$ cat config.mk
export PLATFORM = sky130hd
export DESIGN_NAME = pipe_ctrl
export DESIGN_NICKNAME = d
export VERILOG_FILES = /design/src/rtl/pipe_ctrl_pkg.sv /design/src/rtl/sat_counter.sv /design/src/rtl/pipe_ctrl.sv
export SDC_FILE = /design/constraint.sdc
export NUM_CORES = 1
export LEC_CHECK = 0
export ABC_AREA = 1
export BUFFER_PORTS_ARGS = -buffer_cell sky130_fd_sc_hd__buf_2
export CAP_MARGIN = 40
export CELL_PAD_IN_SITES_DETAIL_PLACEMENT = 0
export CELL_PAD_IN_SITES_GLOBAL_PLACEMENT = 1
export CORE_ASPECT_RATIO = 1.75
export CORE_MARGIN = 2
export CORE_UTILIZATION = 38
export DETAILED_ROUTE_END_ITERATION = 6
export MAX_ROUTING_LAYER = met4
export PLACE_DENSITY_LB_ADDON = 0.1
export SLEW_MARGIN = 20
export SYNTH_ARGS = -nofsm -noshare
export SYNTH_HDL_FRONTEND = slang
export SYNTH_SLANG_ARGS = --single-unit
export TNS_END_PERCENT = 20
$ cat constraint.sdc
create_clock -name clk -period 2.4 [get_ports clk]
set_clock_uncertainty 0.05 [all_clocks]
set_input_delay 0.48 -clock clk [delete_from_list [all_inputs] [get_ports clk]]
set_output_delay 0.48 -clock clk [all_outputs]
set_load 0.1 [all_outputs]
$ cat src/rtl/pipe_ctrl_pkg.sv
// Shared state encoding and defaults for the pipeline hazard/redirect controller.
package pipe_ctrl_pkg;

    typedef enum logic [2:0] {
        StRun,
        StMemWait,
        StFlush,
        StWfiDrain,
        StSleep,
        StWake
    } pipe_state_e;

    localparam logic [63:0] WfiStepDefault = 64'd4;

    // Holds FLUSH_CYCLES - 1 for the legal range 1..7.
    localparam int unsigned FlushCntW = 3;

endpackage

$ cat src/rtl/sat_counter.sv
// Up-counter that sticks at all-ones instead of wrapping; synchronous clear.
module sat_counter #(
    parameter int unsigned WIDTH = 32
) (
    input  logic             clk,
    input  logic             rst_n,
    input  logic             en,
    input  logic             clr,
    output logic [WIDTH-1:0] count
);

    logic [WIDTH-1:0] cnt_q, cnt_d;

    always_comb begin
        cnt_d = cnt_q;
        if (clr) begin
            cnt_d = '0;
        end else if (en && (cnt_q != {WIDTH{1'b1}})) begin
            cnt_d = cnt_q + WIDTH'(1);
        end
    end

    always_ff @(posedge clk or negedge rst_n) begin
        if (!rst_n) begin
            cnt_q <= '0;
        end else begin
            cnt_q <= cnt_d;
        end
    end

    assign count = cnt_q;

endmodule

$ cat src/rtl/pipe_ctrl.sv
// Pipeline control: memory-wait stalls, branch redirect + flush, and WFI sleep/wake.
module pipe_ctrl
    import pipe_ctrl_pkg::*;
#(
    parameter int unsigned FLUSH_CYCLES = 2,
    parameter logic [63:0] WFI_STEP     = WfiStepDefault
) (
    input  logic        clk,
    input  logic        rst_n,
    input  logic        ex_valid,
    input  logic [63:0] ex_pc,
    input  logic        bj_en,
    input  logic [63:0] bj_pc,
    input  logic        load_op,
    input  logic        store_op,
    input  logic        wfi_op,
    input  logic        mem_ready,
    input  logic        irq_pending,
    output logic        stall,
    output logic        flush,
    output logic        redirect_en,
    output logic [63:0] redirect_pc,
    output logic        sleeping,
    output logic [31:0] stall_cycles
);

    localparam logic [FlushCntW-1:0] FlushLoad = FlushCntW'(FLUSH_CYCLES - 1);

    pipe_state_e          state_q, state_d;
    logic [FlushCntW-1:0] flush_cnt_q, flush_cnt_d;
    logic [63:0]          wfi_pc_q, wfi_pc_d;
    logic [63:0]          redirect_pc_q, redirect_pc_d;
    logic                 redirect_en_q, redirect_en_d;
    logic                 mem_op;
    logic                 wake;

    assign mem_op = load_op | store_op;
    assign wake   = ((state_q == StWfiDrain) || (state_q == StSleep)) && irq_pending;

    always_comb begin
        state_d       = state_q;
        flush_cnt_d   = flush_cnt_q;
        wfi_pc_d      = wfi_pc_q;
        redirect_pc_d = redirect_pc_q;
        redirect_en_d = 1'b0;
        stall         = 1'b0;
        flush         = 1'b0;
        sleeping      = 1'b0;

        unique case (state_q)
            StRun: begin
                // rst_n gates the combinational stall path so it stays low while in reset.
                if (ex_valid && rst_n) begin
                    if (mem_op) begin
                        if (!mem_ready) begin
                            stall   = 1'b1;
                            state_d = StMemWait;
                        end
                    end else if (bj_en) begin
                        redirect_en_d = 1'b1;
                        redirect_pc_d = bj_pc;
                        flush_cnt_d   = FlushLoad;
                        state_d       = StFlush;
                    end else if (wfi_op) begin
                        stall    = 1'b1;
                        wfi_pc_d = ex_pc;
                        state_d  = StWfiDrain;
                    end
                end
            end
            StMemWait: begin
                if (mem_ready) begin
                    state_d = StRun;
                end else begin
                    stall = 1'b1;
                end
            end
            // WAKE is the first flush cycle of the resume redirect.
            StFlush, StWake: begin
                flush = 1'b1;
                if (flush_cnt_q == '0) begin
                    state_d = StRun;
                end else begin
                    flush_cnt_d = flush_cnt_q - FlushCntW'(1);
                    state_d     = StFlush;
                end
            end
            StWfiDrain: begin
                stall   = 1'b1;
                state_d = StSleep;
            end
            StSleep: begin
                stall    = 1'b1;
                sleeping = 1'b1;
            end
            default: state_d = StRun;
        endcase

        if (wake) begin
            redirect_en_d = 1'b1;
            redirect_pc_d = wfi_pc_q + WFI_STEP;
            flush_cnt_d   = FlushLoad;
            state_d       = StWake;
        end
    end

    always_ff @(posedge clk or negedge rst_n) begin
        if (!rst_n) begin
            state_q       <= StRun;
            flush_cnt_q   <= '0;
            wfi_pc_q      <= '0;
            redirect_pc_q <= '0;
            redirect_en_q <= 1'b0;
        end else begin
            state_q       <= state_d;
            flush_cnt_q   <= flush_cnt_d;
            wfi_pc_q      <= wfi_pc_d;
            redirect_pc_q <= redirect_pc_d;
            redirect_en_q <= redirect_en_d;
        end
    end

    assign redirect_en = redirect_en_q;
    assign redirect_pc = redirect_pc_q;

    sat_counter #(
        .WIDTH(32)
    ) u_stall_cnt (
        .clk  (clk),
        .rst_n(rst_n),
        .en   (stall),
        .clr  (1'b0),
        .count(stall_cycles)
    );

endmodule

==> summary.md, run 1 <==
| Metric | Value |
|---|---|
| Core area | 25,760 µm² |
| Synth Instances | 1,415 |
| Max rail drop VDD | 0.9964 mV |
| Main combinational cell family by area after synthesis | simple AND/OR/NAND/NOR gates |
| CP Capture Type | output pin |
| CP required | 1870 ps |
| Cell area after synthesis | just under 10,000 µm² |
| Top-count cell post-synth | nand2_1 |
| Gpl congestion | 0.9760 |
| Die area | between 20,000 and 30,000 µm² |
| Maximum clock path buffer count | 2 |
| Post-CTS Hold Buffers | 0 |
| Die Y | 217.7 µm |
| #FFs+latches synth | roughly 170 |
| CP max stage delay | 480 ps |
| Via count of the first global-routing pass | 9,915 |
| Most used DFF post-synth | dfrtp_1 |
| Total GRT Usage | 27.86% |
| FF-to-FF End | redirect_pc[52]$_DFFE_PN0P_ |
| Via count | between 9,000 and 10,000 |
| Slew Viols, Final | 0 |
| Compound-Gate Fraction of Synth Area | 5.349% |
| Least-Margin Pin Slew | a little over 700 ps |
| Mapped Nets | 1,556 |
| Post-synth top area share | 42.14% |
| CP Class | reg2out |
| CP startpoint | state_q[1]$_DFFE_PN0P_ |
| Die width | approximately 130 µm |
| First DRT Iteration DRCs | 466 |
| Worst Reg-to-Reg Cells | 10 |
| Largest net degree at the start of global routing | 115 |
| Clock latency on the worst-skew pair | 450 ps |
| N_diodes | 0 |
| Critical Path Source Type | flop |
| Reg2Reg Launch Point | wfi_pc_q[2]$_DFFE_PN0P_ |
| Sequential area share after synthesis | 42.14% |
| R2R Setup Slk | 230 ps |
| DRT Pass-1 Iters | 5 |
| Critical path depth | 4 |
| Synth unique cells | 31 |
| Synth area leader | dfrtp_1 |
| Min Tclk post-route | 2231 ps |
| CTS HTree Levels | 4 |
| # rows | 78 |
| Area after DPL | 11,600 µm² |
| Number of flops mapped to enable cells by yosys | 0 |
| Share of layout cells above drive strength 1 | 20.98% |
| Port buffer count | 236 |
| Residual DRC | 0 |
| Max cap viols | 0 |
| Post-synthesis adder-cell area fraction | less than 1% |
| Worst-path clk slew | approximately 60 ps |
| Area Overhead vs Synth | 23.19% |
| Fmax | ~450 MHz |
| # setup viols final | 0 |
| Synth top cells by count | nand2_1, nor2_1, dfrtp_1 |
| Final #Nets | 1,801 |
| Termination of the worst setup path | flush |
| Worst path bufs/invs | 2 |
| Hold Violations, Final | 0 |
| Post-Synth XOR/XNOR Area | 5.299% |
| Slew HR | 52.98% |
| Clock Tree Root | clkbuf_16 |
| Synthesized area per cell | about 7.0 µm² |
| CTS tree | yes |
| Initial core utilization | ~38% |
| Total Wirelength | 36,550 µm |
| Worst-path fanout max | 6 |
| Fin area | 12,220 µm² |
| CP top delay family | buffers and inverters |
| Mux cell area share after synthesis | around 3.9% |
| First-pass GRT wire length | 56,060 µm |
| Clock sink count | between 150 and 200 |
| Arrival time worst endpoint | 1700 ps |
| P_leak | 6.395 nW |
| Hold Path Class | in2async |
| IO Count | 237 |
| Synth Area in Simple Gates | a little under two fifths |
| Pwr Total | 0.01536 W |
| Grt ovf | 0 |
| Synth top area cells | dfrtp_1, nand2_1, nor2_1, nand3_1, inv_1 |
| Ys Warns | 0 |
| WL/cell | roughly 18 µm |
| Final core occ | 47.42% |
| Setup_tns | 0 ps |
| Initial antenna violation count | 0 |
| Crit share post-route | around 93% |
| Ys async rst share | 100.0% |
| Post-route ant nets | 0 |
| Pwr/cell area | approximately 1300 nW/µm² |
| Via/cell ratio | 4.986 |
| Status | finished clean |
| Final HPWL DP | 28,870 µm |
| Slowest-stage cell, CP | buf_2 |
| CTS Buf Count | 17 |
| CP cell instances | inv_1 -> nand2_1 -> o21ai_2 -> buf_2 |
==> logic make-up (layout without fill, tap and decap cells) <==
group           count (synthesis)  in the layout
flops                         167            167
mux                            34             34
buf+inv                       141            399
fa+ha+maj                       4              4
simple gates                  904            904
compound gates                105            105
xor+xnor                       60             60
==> power breakdown <==
part | internal, W | switching [W] | total [W]
logic | 0.00165 | 0.00635 | 0.00800
clock network | 0.00148 | 0.00127 | 0.00275
registers | 0.00375 | 0.000854 | 0.00460
total | 0.00687 | 0.00848 | 0.0154
==> cell usage in the layout (no fill, tap or decap) <==
master      synthesis  final
clkinv_4            0      4
a31oi_1             1      1
a21oi_1            47     47
buf_2              21    234
inv_6               0      3
clkbuf_8            0      1
mux2_2             30     30
nand2_1           483    482
nand2_8             0      1
buf_12              0      6
clkbuf_16           0     17
nand4_1            25     25
nor2_1            291    290
clkinvlp_4          0      5
o21ai_2             0      1
bufinv_16           0      1
nand3b_1            4      4
inv_2               3      4
buf_6               3      1
o21ai_1             6      5
ha_1                4      4
o2111ai_1           1      1
xnor2_2             0      1
nor3_1             15     15
nand2_2             2      3
clkinv_2            0      1
nand4_2             1      1
xnor2_1            30     29
nand3_2             1      1
nor2_4              5      6
nand3_1            74     74
nor2_2              1      1
inv_8               0      2
mux2_1              4      4
nand2_4             2      1
buf_4               3     26
inv_1              96     94
dfrtp_1           167    167
o21ai_0            50     50
xor2_1             30     30
==> area by class of cell <==
class                      instances  area, µm²
fill                            2745      13550
multi-input combinational       1107       5176
sequential                       167       4179
timing repair buffer             267       1498
clock buffer                      18      439.2
tap                              320      400.4
inverter                         100      381.6
clock inverter                    14      142.6
==> per-stage QoR <==
stage	setup WS [ps]	cells	hold WS, ps
6_report	168.9	1993	36.66
5_1_grt	-1.658	1993	74.46
4_1_cts	120.2	1993	86.84
3_5_place_dp	168.8	1959	409.2
3_3_place_gp	171.4	1959	408.4
2_1_floorplan	-223.6	1415	134.4
==> worst min-delay path by stage <==
| stage | start | end | slack, ps | cells after the start |
|---|---|---|---|---|
| 2_1_floorplan | rst_n | flush_cnt_q[0]$_DFFE_PN0P_ | 130 | 0 |
| 3_3_place_gp | redirect_pc[55]$_DFFE_PN0P_ | redirect_pc[55]$_DFFE_PN0P_ | 410 | 2 |
| 3_5_place_dp | redirect_pc[42]$_DFFE_PN0P_ | redirect_pc[42]$_DFFE_PN0P_ | 410 | 2 |
| 4_1_cts | rst_n | flush_cnt_q[2]$_DFFE_PN0P_ | 90 | 2 |
| 5_1_grt | rst_n | flush_cnt_q[2]$_DFFE_PN0P_ | 70 | 2 |
| 6_report | rst_n | flush_cnt_q[2]$_DFFE_PN0P_ | 40 | 2 |
==> flip-flops by register name, summed over array words and instances (netlist names) <==
name               flops
redirect_en            1
wfi_pc_q              64
u_stall_cnt.count     32
flush_cnt_q            3
redirect_pc           64
state_q                3
==> layer usage <==
metal | part of all wire (%) | track usage [%] | vias up
met1 | 37 | 28.59 | 4606
li1 | - | - | 4951
met5 | 0 | - | -
met4 | 6.5 | 17.36 | 0
met3 | 4.1 | 4.514 | 86
met2 | 52 | 49.21 | 294
==> worst register-to-register path, stage by stage (launching register included) <==
cell and delay, ps:
dfrtp_1 400, ha_1 270, inv_1 110, nor2_4 200, nand3_1 270, nor2_1 320, nand4_1 120, nand2_1 80
nand2_1 110, nand2_1 90, nand2_1 40
==> what timing repair did <==
item	CTS	global route
setup buffers	2	0
setup endpoints to repair	1	3
resized for setup	0	4
No activity file was read; power rests on OpenSTA's default activity.
==> run 2: changes to the inputs <==
--- a/config.mk
+++ b/config.mk
@@ -8,11 +8,11 @@
 export ABC_AREA = 1
 export BUFFER_PORTS_ARGS = -buffer_cell sky130_fd_sc_hd__buf_2
 export CAP_MARGIN = 40
-export CELL_PAD_IN_SITES_DETAIL_PLACEMENT = 0
-export CELL_PAD_IN_SITES_GLOBAL_PLACEMENT = 1
+export CELL_PAD_IN_SITES_DETAIL_PLACEMENT = 1
+export CELL_PAD_IN_SITES_GLOBAL_PLACEMENT = 2
 export CORE_ASPECT_RATIO = 1.75
 export CORE_MARGIN = 2
-export CORE_UTILIZATION = 38
+export CORE_UTILIZATION = 30
 export DETAILED_ROUTE_END_ITERATION = 6
 export MAX_ROUTING_LAYER = met4
 export PLACE_DENSITY_LB_ADDON = 0.1
==> run 2 against run 1 <==
  * Fmax down 3.1%
  * Hold slack improved by 150 ps
  * Design area is 2.0% higher
==> summary.md, run 2 (synthesis results as in run 1) <==
| Metric | Value |
|---|---|
| FF-to-FF End | redirect_pc[55]$_DFFE_PN0P_ |
| Initial core utilization | 30.22% |
| CP Capture Type | output pin |
| P_sw | 0.008569 W |
| Fmax | 434.5 MHz |
| Worst-path clk slew | 60 ps |
| Footprint of the multi-input gates | slightly above 5000 µm² |
| # setup viols final | 0 |
| Reg power frac | 29.5% |
| Post-route ant nets | 0 |
| Die area | between 30,000 and 40,000 µm² |
| Placed Instances | ~2,100 |
| Grt ovf | 0 |
| Clock Tree Root | clkbuf_16 |
| Worst-path fanout max | 4 |
| P_leak | 6.475 nW |
| Total GRT Usage | 25.89% |
| Core area | 32,810 µm² |
| IO Count | 237 |
| Critical Path Source Type | flop |
| # rows | 88 |
| Residual DRC | 0 |
| Clock share of power | 19.1% |
| Final HPWL DP | 34,680 µm |
| Pwr Total | roughly 0.016 W |
| Switch share | between 50% and 60% |
| Area after DPL | 11,810 µm² |
| WL/cell | between 20 and 25 µm |
| Gpl congestion | 0.9946 |
| Clock latency on the worst-skew pair | 460 ps |
| R2R Setup Slk | around 170 ps |
| Commonest cells after routing, fill and taps aside | nand2_1, nor2_1, buf_2 |
| Least-Margin Pin Slew | between 800 and 900 ps |
| Commonest non-fill, non-tap cell in the layout | nand2_1 |
| CTS Buf Count | 17 |
| Min Tclk post-route | ~2300 ps |
| Maximum clock path buffer count | 2 |
| Max cap viols | 0 |
| CP top delay family | simple AND/OR/NAND/NOR gates |
| First DRT Iteration DRCs | between 300 and 400 |
| Status | finished clean |
| Hold Path Class | in2reg |
| Pwr/cell area | 1262 nW/µm² |
| Total Wirelength | 43,140 µm |
| Register area | 4179 µm² |
| Non-filler cells, final | 2,098 |
| Pre-CTS setup slack | between 100 and 150 ps |
| Die width | 141.4 µm |
| Initial antenna violation count | 2 |
| Slew Viols, Final | 0 |
| Die Y | 244.5 µm |
| CP max stage delay | 420 ps |
| CP required | 1870 ps |
| Worst hold start | ex_pc[25] |
| Arrival time worst endpoint | ~1800 ps |
| Final #Nets | 1,818 |
| Hold depth | 2 |
| Max rail drop VDD | 1.038 mV |
| CP cell instances | nor2_2 -> nand2_2 -> inv_2 -> nand3_2 -> nand4_1 -> buf_6 -> buf_12 |
| Worst path bufs/invs | 3 |
| Via count of the first global-routing pass | between 10,000 and 15,000 |
| Largest net degree at the start of global routing | around 140 |
| Hold worst-path end | wfi_pc_q[25]$_DFFE_PN0P_ |
| Crit share post-route | 95.90% |
| Port buffer count | 236 |
| Unrepaired setup endpoints after global routing | yes |
| Area Overhead vs Synth | 25.66% |
| Hold Violations, Final | 0 |
| Slew HR | 40.06% |
| First-pass GRT wire length | 64,030 µm |
| Via count | 10,149 |
| Worst Reg-to-Reg Cells | 9 |
| Setup_tns | 0 ps |
| Fin area | 12,460 µm² |
| Slowest-stage cell, CP | dfrtp_1 |
| Fillers | about 4,200 |
| Reg2Reg Launch Point | wfi_pc_q[22]$_DFFE_PN0P_ |
| DRT Pass-1 Iters | 4 |
| Via/cell ratio | 4.837 |
| Logic gate share of total power | about half |
| Clock sink count | 167 |
| Final WS setup | 98.34 ps |
| CP Class | reg2out |
| CTS tree | yes |
| CTS HTree Levels | 4 |
| Share of layout cells above drive strength 1 | between 20% and 30% |
| P_int | 0.007164 W |
==> run 2: changes by cell type in the layout (fill, tap and decap cells not counted), sizes merged <==
cell / before / now
clkbuf: 18 / 25
diode: 0 / 3
dlygate4sd3: 0 / 1
buf: 267 / 283
clkinv: 5 / 3
inv: 103 / 98
bufinv: 1 / 4
clkinvlp: 5 / 2
==> run 2: how the worst max path moves through the flow <==
stage | startpoint | endpoint | slack (ps) | cells after the start
floorplan | store_op | u_stall_cnt.count[21]$_DFFE_PN0P_ | -220 | 9
global placement | wfi_pc_q[2]$_DFFE_PN0P_ | redirect_pc[32]$_DFFE_PN0P_ | 170 | 10
finish | state_q[0]$_DFFE_PN0P_ | stall | 100 | 7
global route | state_q[0]$_DFFE_PN0P_ | stall | -30 | 7
detailed placement | wfi_pc_q[2]$_DFFE_PN0P_ | redirect_pc[48]$_DFFE_PN0P_ | 120 | 10
CTS | state_q[1]$_DFFE_PN0P_ | stall | 3 | 7
==> run 2: power groups by stage <==
stage	combinational (W)	sequential (W)	clock [W]
4_1_cts	0.00816	0.00465	0.00308
6_report	0.00809	0.00464	0.00301
3_3_place_gp	0.00806	0.00467	0
3_5_place_dp	0.00812	0.00469	0
5_1_grt	0.00865	0.00476	0.00318
2_1_floorplan	0.00257	0.00820	0
==> run 2: stage by stage <==
stage,utilization [%],hold WS [ps]
finish,37.98,191.5
global route,37.97,193.4
CTS,37.90,177.2
detailed placement,36.00,414.2
global placement,36.00,409.2
floorplan,-,134.4
==> run 2: layer usage <==
layer / part of all wire [%] / wire length (µm) / track usage, % / vias up
li1: - / - / - / 4973
met3: 2.8 / 1228 / 3.525 / 65
met1: 36 / 15650 / 25.30 / 4893
met4: 4.5 / 1921 / 11.53 / 0
met2: 56 / 24340 / 49.86 / 218
met5: 0 / 0 / - / -
==> run 2: timing repair <==
action | 4_1_cts | 5_1_grt
setup buffers | 0 | 1
endpoints found under the hold margin | 24 | 0
hold buffers | 1 | 0
gates resized for setup | 3 | 3
endpoints found under the setup margin | 1 | 4
pin swaps | 0 | 2
==> run 2: layout make-up <==
type	count	share of cell area, %
multi-input combinational	1107	41.49
sequential	167	33.53
timing repair buffer	284	12.89
tap	405	4.066
clock buffer	25	3.735
inverter	100	3.072
clock inverter	7	1.155
antenna	3	0.06024
